**src/rtl/menu_controller.sv**
```systemverilog
// Screen sequencer: samples buttons once per frame, owns the homescreen cursor,
// the active screen mode and the colour theme used by the homescreen renderer.
module menu_controller #(
  parameter int HOLD_FRAMES   = 30,
  parameter int REPEAT_FRAMES = 8
) (
  input  logic        clk,
  input  logic        reset,
  input  logic        screenEnd,
  input  logic [7:0]  buttons,
  output logic [1:0]  sel,
  output logic [1:0]  mode,
  output logic        home_en,
  output logic        game_en,
  output logic [1:0]  theme,
  output logic [11:0] color0,
  output logic [11:0] color1
);

  typedef enum logic [1:0] {
    MODE_HOME = 2'b00,
    MODE_GAME = 2'b01,
    MODE_CTRL = 2'b10,
    MODE_STGS = 2'b11
  } mode_t;

  typedef enum logic [2:0] {
    ACT_NONE,
    ACT_A,
    ACT_B,
    ACT_UP,
    ACT_DOWN,
    ACT_LEFT,
    ACT_RIGHT
  } act_t;

  localparam logic [1:0] SEL_GAME = 2'b00;
  localparam logic [1:0] SEL_CTRL = 2'b01;
  localparam logic [1:0] SEL_STGS = 2'b10;

  localparam logic [7:0] HOLD_MAX = 8'(HOLD_FRAMES);
  localparam logic [7:0] REP_MAX  = 8'(REPEAT_FRAMES);

  mode_t      state;
  logic [7:0] prev;
  logic [7:0] hold_cnt;
  logic [7:0] rep_cnt;

  logic [3:0] dirs;
  logic [7:0] press;
  logic [7:0] hold_nxt;
  logic [7:0] rep_nxt;
  logic       rep_fire;
  logic       rep_ok;
  logic [5:0] ev;
  act_t       act;

  assign dirs   = buttons[3:0];
  assign press  = buttons & ~prev;
  assign rep_ok = (state == MODE_HOME) || (state == MODE_STGS);

  // hold_cnt counts consecutive samples of the same non-zero direction
  // pattern, the first sample counting as 1, so the first repeat lands
  // HOLD_FRAMES-1 frames after the press.
  always_comb begin
    hold_nxt = '0;
    rep_nxt  = '0;
    rep_fire = 1'b0;
    if (dirs != 4'b0000) begin
      if (dirs == prev[3:0]) begin
        if (hold_cnt == HOLD_MAX) begin
          hold_nxt = hold_cnt;
          if (rep_cnt == REP_MAX - 8'd1) begin
            rep_fire = 1'b1;
          end else begin
            rep_nxt = rep_cnt + 8'd1;
          end
        end else begin
          hold_nxt = hold_cnt + 8'd1;
          rep_fire = (hold_cnt + 8'd1 == HOLD_MAX);
        end
      end else begin
        hold_nxt = 8'd1;
        rep_fire = (HOLD_MAX == 8'd1);
      end
    end
  end

  // A repeat counts as a fresh press of every held direction.
  assign ev = {press[5:4], press[3:0] | ((rep_fire && rep_ok) ? dirs : 4'b0000)};

  always_comb begin
    act = ACT_NONE;
    if (ev[4])      act = ACT_A;
    else if (ev[5]) act = ACT_B;
    else if (ev[0]) act = ACT_UP;
    else if (ev[1]) act = ACT_DOWN;
    else if (ev[2]) act = ACT_LEFT;
    else if (ev[3]) act = ACT_RIGHT;
  end

  // screenEnd is the sole update strobe: state advances only on an edge where
  // it is high, outputs reflect it from the next cycle; there is no back-pressure.
  always_ff @(posedge clk) begin
    if (reset) begin
      state    <= MODE_HOME;
      sel      <= SEL_GAME;
      theme    <= 2'd0;
      prev     <= '0;
      hold_cnt <= '0;
      rep_cnt  <= '0;
    end else if (screenEnd) begin
      prev     <= buttons;
      hold_cnt <= hold_nxt;
      rep_cnt  <= rep_nxt;
      case (state)
        MODE_HOME: begin
          case (act)
            ACT_A:     state <= mode_t'(sel + 2'd1);
            ACT_UP:    if (sel == SEL_CTRL || sel == SEL_STGS) sel <= SEL_GAME;
            ACT_DOWN:  if (sel == SEL_GAME) sel <= SEL_CTRL;
            ACT_LEFT:  if (sel == SEL_STGS) sel <= SEL_CTRL;
            ACT_RIGHT: if (sel == SEL_CTRL) sel <= SEL_STGS;
            default:   ;
          endcase
        end
        MODE_GAME: begin
          if (buttons[6] && buttons[7] && (press[6] || press[7])) state <= MODE_HOME;
        end
        MODE_CTRL: begin
          if (act == ACT_B) state <= MODE_HOME;
        end
        MODE_STGS: begin
          case (act)
            ACT_B:     state <= MODE_HOME;
            ACT_RIGHT: theme <= theme + 2'd1;
            ACT_LEFT:  theme <= theme - 2'd1;
            default:   ;
          endcase
        end
        default: state <= MODE_HOME;
      endcase
    end
  end

  assign mode    = state;
  assign home_en = (state == MODE_HOME);
  assign game_en = (state == MODE_GAME);

  always_comb begin
    color0 = 12'hFFF;
    color1 = 12'h000;
    case (theme)
      2'd0: begin color0 = 12'hFFF; color1 = 12'h000; end
      2'd1: begin color0 = 12'h0F0; color1 = 12'h020; end
      2'd2: begin color0 = 12'hFA0; color1 = 12'h310; end
      2'd3: begin color0 = 12'h0CF; color1 = 12'h005; end
      default: ;
    endcase
  end

endmodule

```
**config.mk**
```make
export PLATFORM = sky130hd
export DESIGN_NAME = menu_controller
export DESIGN_NICKNAME = d
export VERILOG_FILES = /design/src/rtl/menu_controller.sv
export SDC_FILE = /design/constraint.sdc
export NUM_CORES = 1
export LEC_CHECK = 0
export BUFFER_PORTS_ARGS = -buffer_cell sky130_fd_sc_hd__buf_2
export CORE_ASPECT_RATIO = 0.6
export CORE_MARGIN = 5
export CORE_UTILIZATION = 60
export DETAILED_ROUTE_END_ITERATION = 6
export PLACE_DENSITY_LB_ADDON = 0.2
export SETUP_SLACK_MARGIN = 0.2
export SLEW_MARGIN = 30
export SYNTH_ARGS = -nofsm -noshare
export SYNTH_HDL_FRONTEND = slang
export SYNTH_SLANG_ARGS = --single-unit
```
**constraint.sdc**
```tcl
create_clock -name clk -period 5.44 [get_ports clk]
set_clock_uncertainty 0.2 [all_clocks]
set_input_delay 0 -clock clk [delete_from_list [all_inputs] [get_ports clk]]
set_output_delay 0 -clock clk [all_outputs]
set_load 0.02 [all_outputs]
```
==> metrics.txt, run 1 <==
Final GP Congestion=0.962; die area=0.00500 mm^2; top-area cell type share of the netlist area=27.4%; Peak supply drop=0.000181 V; top cells by area, synth=dfxtp_1, ha_1, buf_4, nor2_1, mux2i_1; Post-synth EDFFs=0; crit path kind=in2reg; async set-reset flop share out of synthesis=0%; pre-CTS WS=2430 ps; initial core utilization=60.9%; GR Util All Layers=21.8%; n_diodes=0; Netlist cell types=50; commonest non-fill, non-tap cell in the layout=buf_2; FF+latch area=601 um^2; CTS tree=yes; Final period util=56.0%; maximum net fanout on the critical path=9; Die X=88.0 um; fraction of layout cells with a size suffix above 1=17.1%; critical path endpoint category=flop; Clock Latency Late Sink=280 ps; Seq/Total Area, Yosys=27.4%; Routed WL=5.07 mm; global-route wire length before repair=8.54 mm; Iter 0 DRT Violations=149; slew margin rel.=63.5%; routed len/inst=14.2 um; vias in the first global route=1847; Crit path largest cell delay=550 ps; initial antenna violation count=0; Power Dens Cells=210 mW/mm^2; Yosys reg bits=30; multi-input logic area=0.00139 mm^2; Yosys top cell by area=dfxtp_1; crit path max-delay cell type=dlygate4sd3_1; WHS=97.6 ps; CTS resizes=0; core area=0.00359 mm^2; CTS root buffer=clkbuf_8; vias per cell=5.43; CTS H-tree lvls=2; Setup WS post-layout=2390 ps; synthesized instance count=271; IO Port Bufs=35; IO Count=43; status=complete, no violations; worst path bufs/invs=2; Syn-to-layout area delta=17.4%; final instance area=0.00257 mm^2; gr ovfl total=0; Pleak=1.10 nW; area post-placement=0.00229 mm^2; Final setup viols=0; Yosys Warn Count=0; Req. time, crit path=5450 ps; most frequently used flop master after synthesis=dfxtp_1; Inserted Clock Buffers=5; CP top delay family=simple AND/OR/NAND/NOR gates; Vias=1940; Die Y=56.8 um; Post-DRT Antenna Nets=0; Non-Filler Instances=357; max-cap violations=0; Sink Count=30; fmax=0.328 GHz; Placed Instances=333; Residual DRC=0; max-slew violation count=0; pin count of the biggest net entering global routing=23; Final #Nets=342; CTS Buffer Depth=2; slew at the pin with the worst max-slew slack=543 ps; setup tns final=0 ps; Reg2Reg Setup Slack=2400 ps; number of fill cells=289; Netlist Area Pre-Place=0.00219 mm^2; CP cell instances=dlygate4sd3_1 -> buf_2 -> ha_1 -> nand4_1 -> nor4b_4 -> a31oi_1 -> o21ai_1 -> or3b_1 -> a21boi_1 -> or3_1 -> a21oi_1; crit path launch type=input pin; row count=17; final hold vios=0; RSZ-0062 raised after global routing=no; Mapped Avg Cell Area=8.08 um^2; most frequent cells in the layout=buf_2, dfxtp_1, nor2_1, ha_1; Hold Path Class=in2reg; Clock Pin Slew Worst Setup and Hold Paths=70 ps; HPWL Detailed=3.58 mm; CP Data Arrival Time=3060 ps; fin crit period=3050 ps; TritonRoute pass-1 iters=4
[timing repair]
| item | in CTS | in global routing |
|---|---|---|
| hold buffers | 17 | 0 |
| hold endpoints to repair | 15 | 0 |
| buffers inserted | 0 | 0 |
[synthesized netlist by cell type (all sizes together) (3+ instances only)]
library cell  instances
a21oi                10
a31oi                 7
and2                  3
and3                  3
buf                  18
clkbuf                7
dfxtp                30
ha                   21
inv                  18
mux2i                 9
nand2                18
nand2b                5
nand3                17
nand3b                4
nand4                 8
nor2                 25
nor2b                 4
nor3                  3
nor4b                 3
o211ai                5
o21ai                15
or2                   4
or3                   4
xor2                  6
[power breakdown]
group | leakage, nW | internal, W | switching [W]
logic | 0.802 | 0.0000335 | 0.0000459
clock network | 0.0573 | 0.000146 | 0.0000840
registers | 0.244 | 0.000225 | 0.00000550
total | 1.10 | 0.000405 | 0.000135
[layout make-up]
class / count / area share (%)
multi-input cells: 203 / 53.9
flip-flops and latches: 30 / 23.4
repair buffers: 52 / 13.4
clock buffers: 6 / 3.21
inverters: 18 / 2.63
well taps: 47 / 2.29
clock inverters: 1 / 1.17
[routing by layer]
metal / vias up / part of all wire (%) / track usage, %
li1: 1002 / - / -
met1: 871 / 48 / 30.7
met2: 63 / 42 / 32.5
met3: 4 / 8.1 / 4.84
met4: 0 / 1.0 / 7.33
met5: - / 0 / 0
[worst reg2reg max path, stage by stage (launching register included)]
cell and delay, ps:
dfxtp_1 520, inv_1 90, ha_1 210, nor4b_4 140, a211oi_2 410, o211ai_4 160, o211ai_1 200, nor3b_1 410
a21boi_1 160, or3_1 320, a21oi_1 140
[stage by stage]
stage | power, W | util, %
2_1_floorplan | 0.000287 | -
3_3_place_gp | 0.000302 | 63.7
3_5_place_dp | 0.000303 | 63.7
4_1_cts | 0.000541 | 71.5
5_1_grt | 0.000564 | 71.5
6_report | 0.000541 | 71.5
[cells by family (layout without fill, tap and decap cells)]
family	count (synthesis)	after routing	synth area share, %
other	2	7	0.343
DFF	30	30	27.4
adders and majority gates	21	21	12.0
buffers and inverters	43	77	10.2
and+or+nand+nor	108	108	27.6
AOI/OAI and AO/OA	50	50	15.2
xor gates and xnor gates	8	8	3.20
muxes	9	9	4.11
[flip-flops by register name (all words and copies together), names as in the netlist]
| name | cells |
|---|---|
| hold_cnt | 8 |
| mode | 2 |
| prev | 8 |
| rep_cnt | 8 |
| sel | 2 |
| theme | 2 |
[worst paths after layout]
path | to | start | cells past startpoint
hold / removal | rep_cnt[1]$_SDFFE_PP0P_ | screenEnd | 3
setup / recovery | theme[0]$_SDFFE_PP0P_ | buttons[2] | 11
setup reg to reg | theme[0]$_SDFFE_PP0P_ | hold_cnt[0]$_SDFFE_PP0P_ | 10
hold reg to reg | sel[0]$_SDFFE_PP0P_ | sel[0]$_SDFFE_PP0P_ | 2
(Power assumes the default switching activity.)
==> inputs of run 2 (changes only) <==
- CORE_UTILIZATION: 60 -> 50
- clock period: 5.44 -> 2.53 ns (I/O delays scaled with it)
==> run 2 against run 1 <==
Compared with the run above: largest power group is now clock; utilization grew 3.8 points; the flow now finishes with violations (setup timing); final cell count increased by 17%; sequential cell count unchanged; critical path type is now reg2reg; combinational power grew to 2.9 times the previous value; power increased by 150%; die area up 17%; worst setup slack worse by 2700 ps; critical path depth unchanged; global-route usage fell by 0.60 points; register-to-register slack got worse by 2700 ps.
==> metrics.txt, run 2 (synthesis gave the netlist of run 1 again) <==
RSZ-0062 raised after global routing=yes; Req. time, crit path=2540 ps; fin crit period=2810 ps; Combinational Power Share=17.2%; CTS H-tree lvls=2; Sw Ratio=24.4%; routed len/inst=15.2 um; Final GP Congestion=0.830; Residual DRC=0; clock power share=45.9%; Pint=0.00101 W; Pleak=1.39 nW; IO Count=43; HPWL Detailed=4.01 mm; Hold Path Class=in2reg; CP Capture Point=theme[0]$_SDFFE_PP0P_; initial core utilization=52.6%; area post-placement=0.00259 mm^2; Inserted Clock Buffers=5; most frequent cells in the layout=buf_4, buf_2, dfxtp_1, nor2_1, nand2_1; crit path kind=reg2reg; crit path launch type=flop; critical path endpoint category=flop; final instance area=0.00314 mm^2; TritonRoute pass-1 iters=4; pin count of the biggest net entering global routing=23; global-route wire length before repair=9.40 mm; Post-DRT Antenna Nets=0; slew margin rel.=63.8%; Reg2Reg Launch Point=prev[2]$_SDFFE_PP0P_; sequential share of power=36.9%; Power Dens Cells=426 mW/mm^2; CTS Buffer Depth=2; Die X=95.5 um; Setup WS post-layout=-280 ps; vias in the first global route=1973; CP cell instances=inv_2 -> ha_4 -> nand4_1 -> buf_4 -> a211oi_4 -> o211ai_4 -> o21ai_2 -> or3b_4 -> a21boi_4 -> or3_1 -> a21oi_1; initial antenna violation count=0; CP Data Arrival Time=2820 ps; final hold vios=0; Vias=2200; WHS=92.6 ps; GR Util All Layers=21.2%; Clock Pin Slew Worst Setup and Hold Paths=70 ps; slew at the pin with the worst max-slew slack=543 ps; max-cap violations=0; Sw Pwr=0.000326 W; CTS tree=yes; Final period util=111%; max-slew violation count=0; status=complete, but fails checks; Syn-to-layout area delta=43.2%; gr ovfl total=0; Reg2Reg Setup Slack=-280 ps; Clock Latency Late Sink=280 ps; Largest regs=hold_cnt (8), prev (8), rep_cnt (8); FF-to-FF path depth=11; r2r endpoint=theme[0]$_SDFFE_PP0P_; failing checks=setup timing; fmax=0.356 GHz; row count=18; power consumption=0.00134 W; Sink Count=30; die area=0.00585 mm^2; Peak supply drop=0.000403 V; Final setup viols=4; core area=0.00417 mm^2; IO Port Bufs=35; setup tns final=-965 ps; fraction of layout cells with a size suffix above 1=40.2%; maximum net fanout on the critical path=6; crit path max-delay cell type=or3b_4; CTS root buffer=clkbuf_8; n_diodes=0; Die Y=61.3 um; Routed WL=6.34 mm; Iter 0 DRT Violations=152; Final #Nets=387; CP startpoint=prev[2]$_SDFFE_PP0P_; commonest non-fill, non-tap cell in the layout=buf_4; Crit path largest cell delay=410 ps; vias per cell=5.29
## run 2: cell count changes in the layout (fill, tap and decap cells not counted), sizes merged
| cell | change |
|---|---|
| buf | +49 |
| dlygate4sd3 | -4 |
| bufinv | +1 |
## run 2: what timing repair did
action                                  CTS  global route
endpoints found under the setup margin    4            18
resized for setup                        22            31
hold buffers                             12             1
hold endpoints to repair                 14             1
buffers inserted                          5             8
pin swaps                                 7            30
## run 2: how the worst min path moves through the flow
| stage | endpoint | slack, ps | cells after the start | start |
|---|---|---|---|---|
| final | hold_cnt[7]$_SDFFE_PP0P_ | 90 | 3 | screenEnd |
| after global routing | rep_cnt[1]$_SDFFE_PP0P_ | 130 | 3 | screenEnd |
| after floorplan | prev[5]$_SDFFE_PP0P_ | -50 | 2 | buttons[5] |
| after global placement | prev[7]$_SDFFE_PP0P_ | 60 | 3 | buttons[7] |
| after CTS | prev[0]$_SDFFE_PP0P_ | 6 | 4 | buttons[0] |
| after detailed placement | prev[7]$_SDFFE_PP0P_ | 70 | 3 | buttons[7] |
## run 2: cell type report
class	count	area, um^2
Clock inverter	2	60.1
Multi-Input combinational cell	203	1560
Inverter	18	67.6
Clock buffer	6	82.6
Timing Repair Buffer	97	677
Fill cell	289	1030
Tap cell	60	75.1
Sequential cell	30	612
## run 2: per-layer routing
layer	share of wire, %	global-route usage [%]
met5	0	0
met4	1.5	6.88
met3	5.9	6.47
met2	44	32.2
met1	48	29.0
## run 2: metrics by stage
step	utilization, %	worst slack [ps]	std cells
final	75.3	-280	416
after global routing	75.3	-371	416
after CTS	71.6	-155	407
after detailed placement	62.1	-255	382
after global placement	62.1	-178	382
after floorplan	-	-196	276
## run 2: power by group through the flow
| stage | registers [W] | clock network [W] | logic (W) |
|---|---|---|---|
| 2_1_floorplan | 0.000506 | 0 | 0.000116 |
| 3_3_place_gp | 0.000502 | 0 | 0.000165 |
| 3_5_place_dp | 0.000502 | 0 | 0.000169 |
| 4_1_cts | 0.000493 | 0.000625 | 0.000202 |
| 5_1_grt | 0.000495 | 0.000646 | 0.000249 |
| 6_report | 0.000494 | 0.000614 | 0.000230 |
## run 2: critical path, delay by kind of cell, from the launching register on
family                     cells  cell delay, ps
AOI/OAI and AO/OA              5             850
adders and majority gates      1             250
buffers and inverters          2             220
DFF                            1             340
and+or+nand+nor                3             870
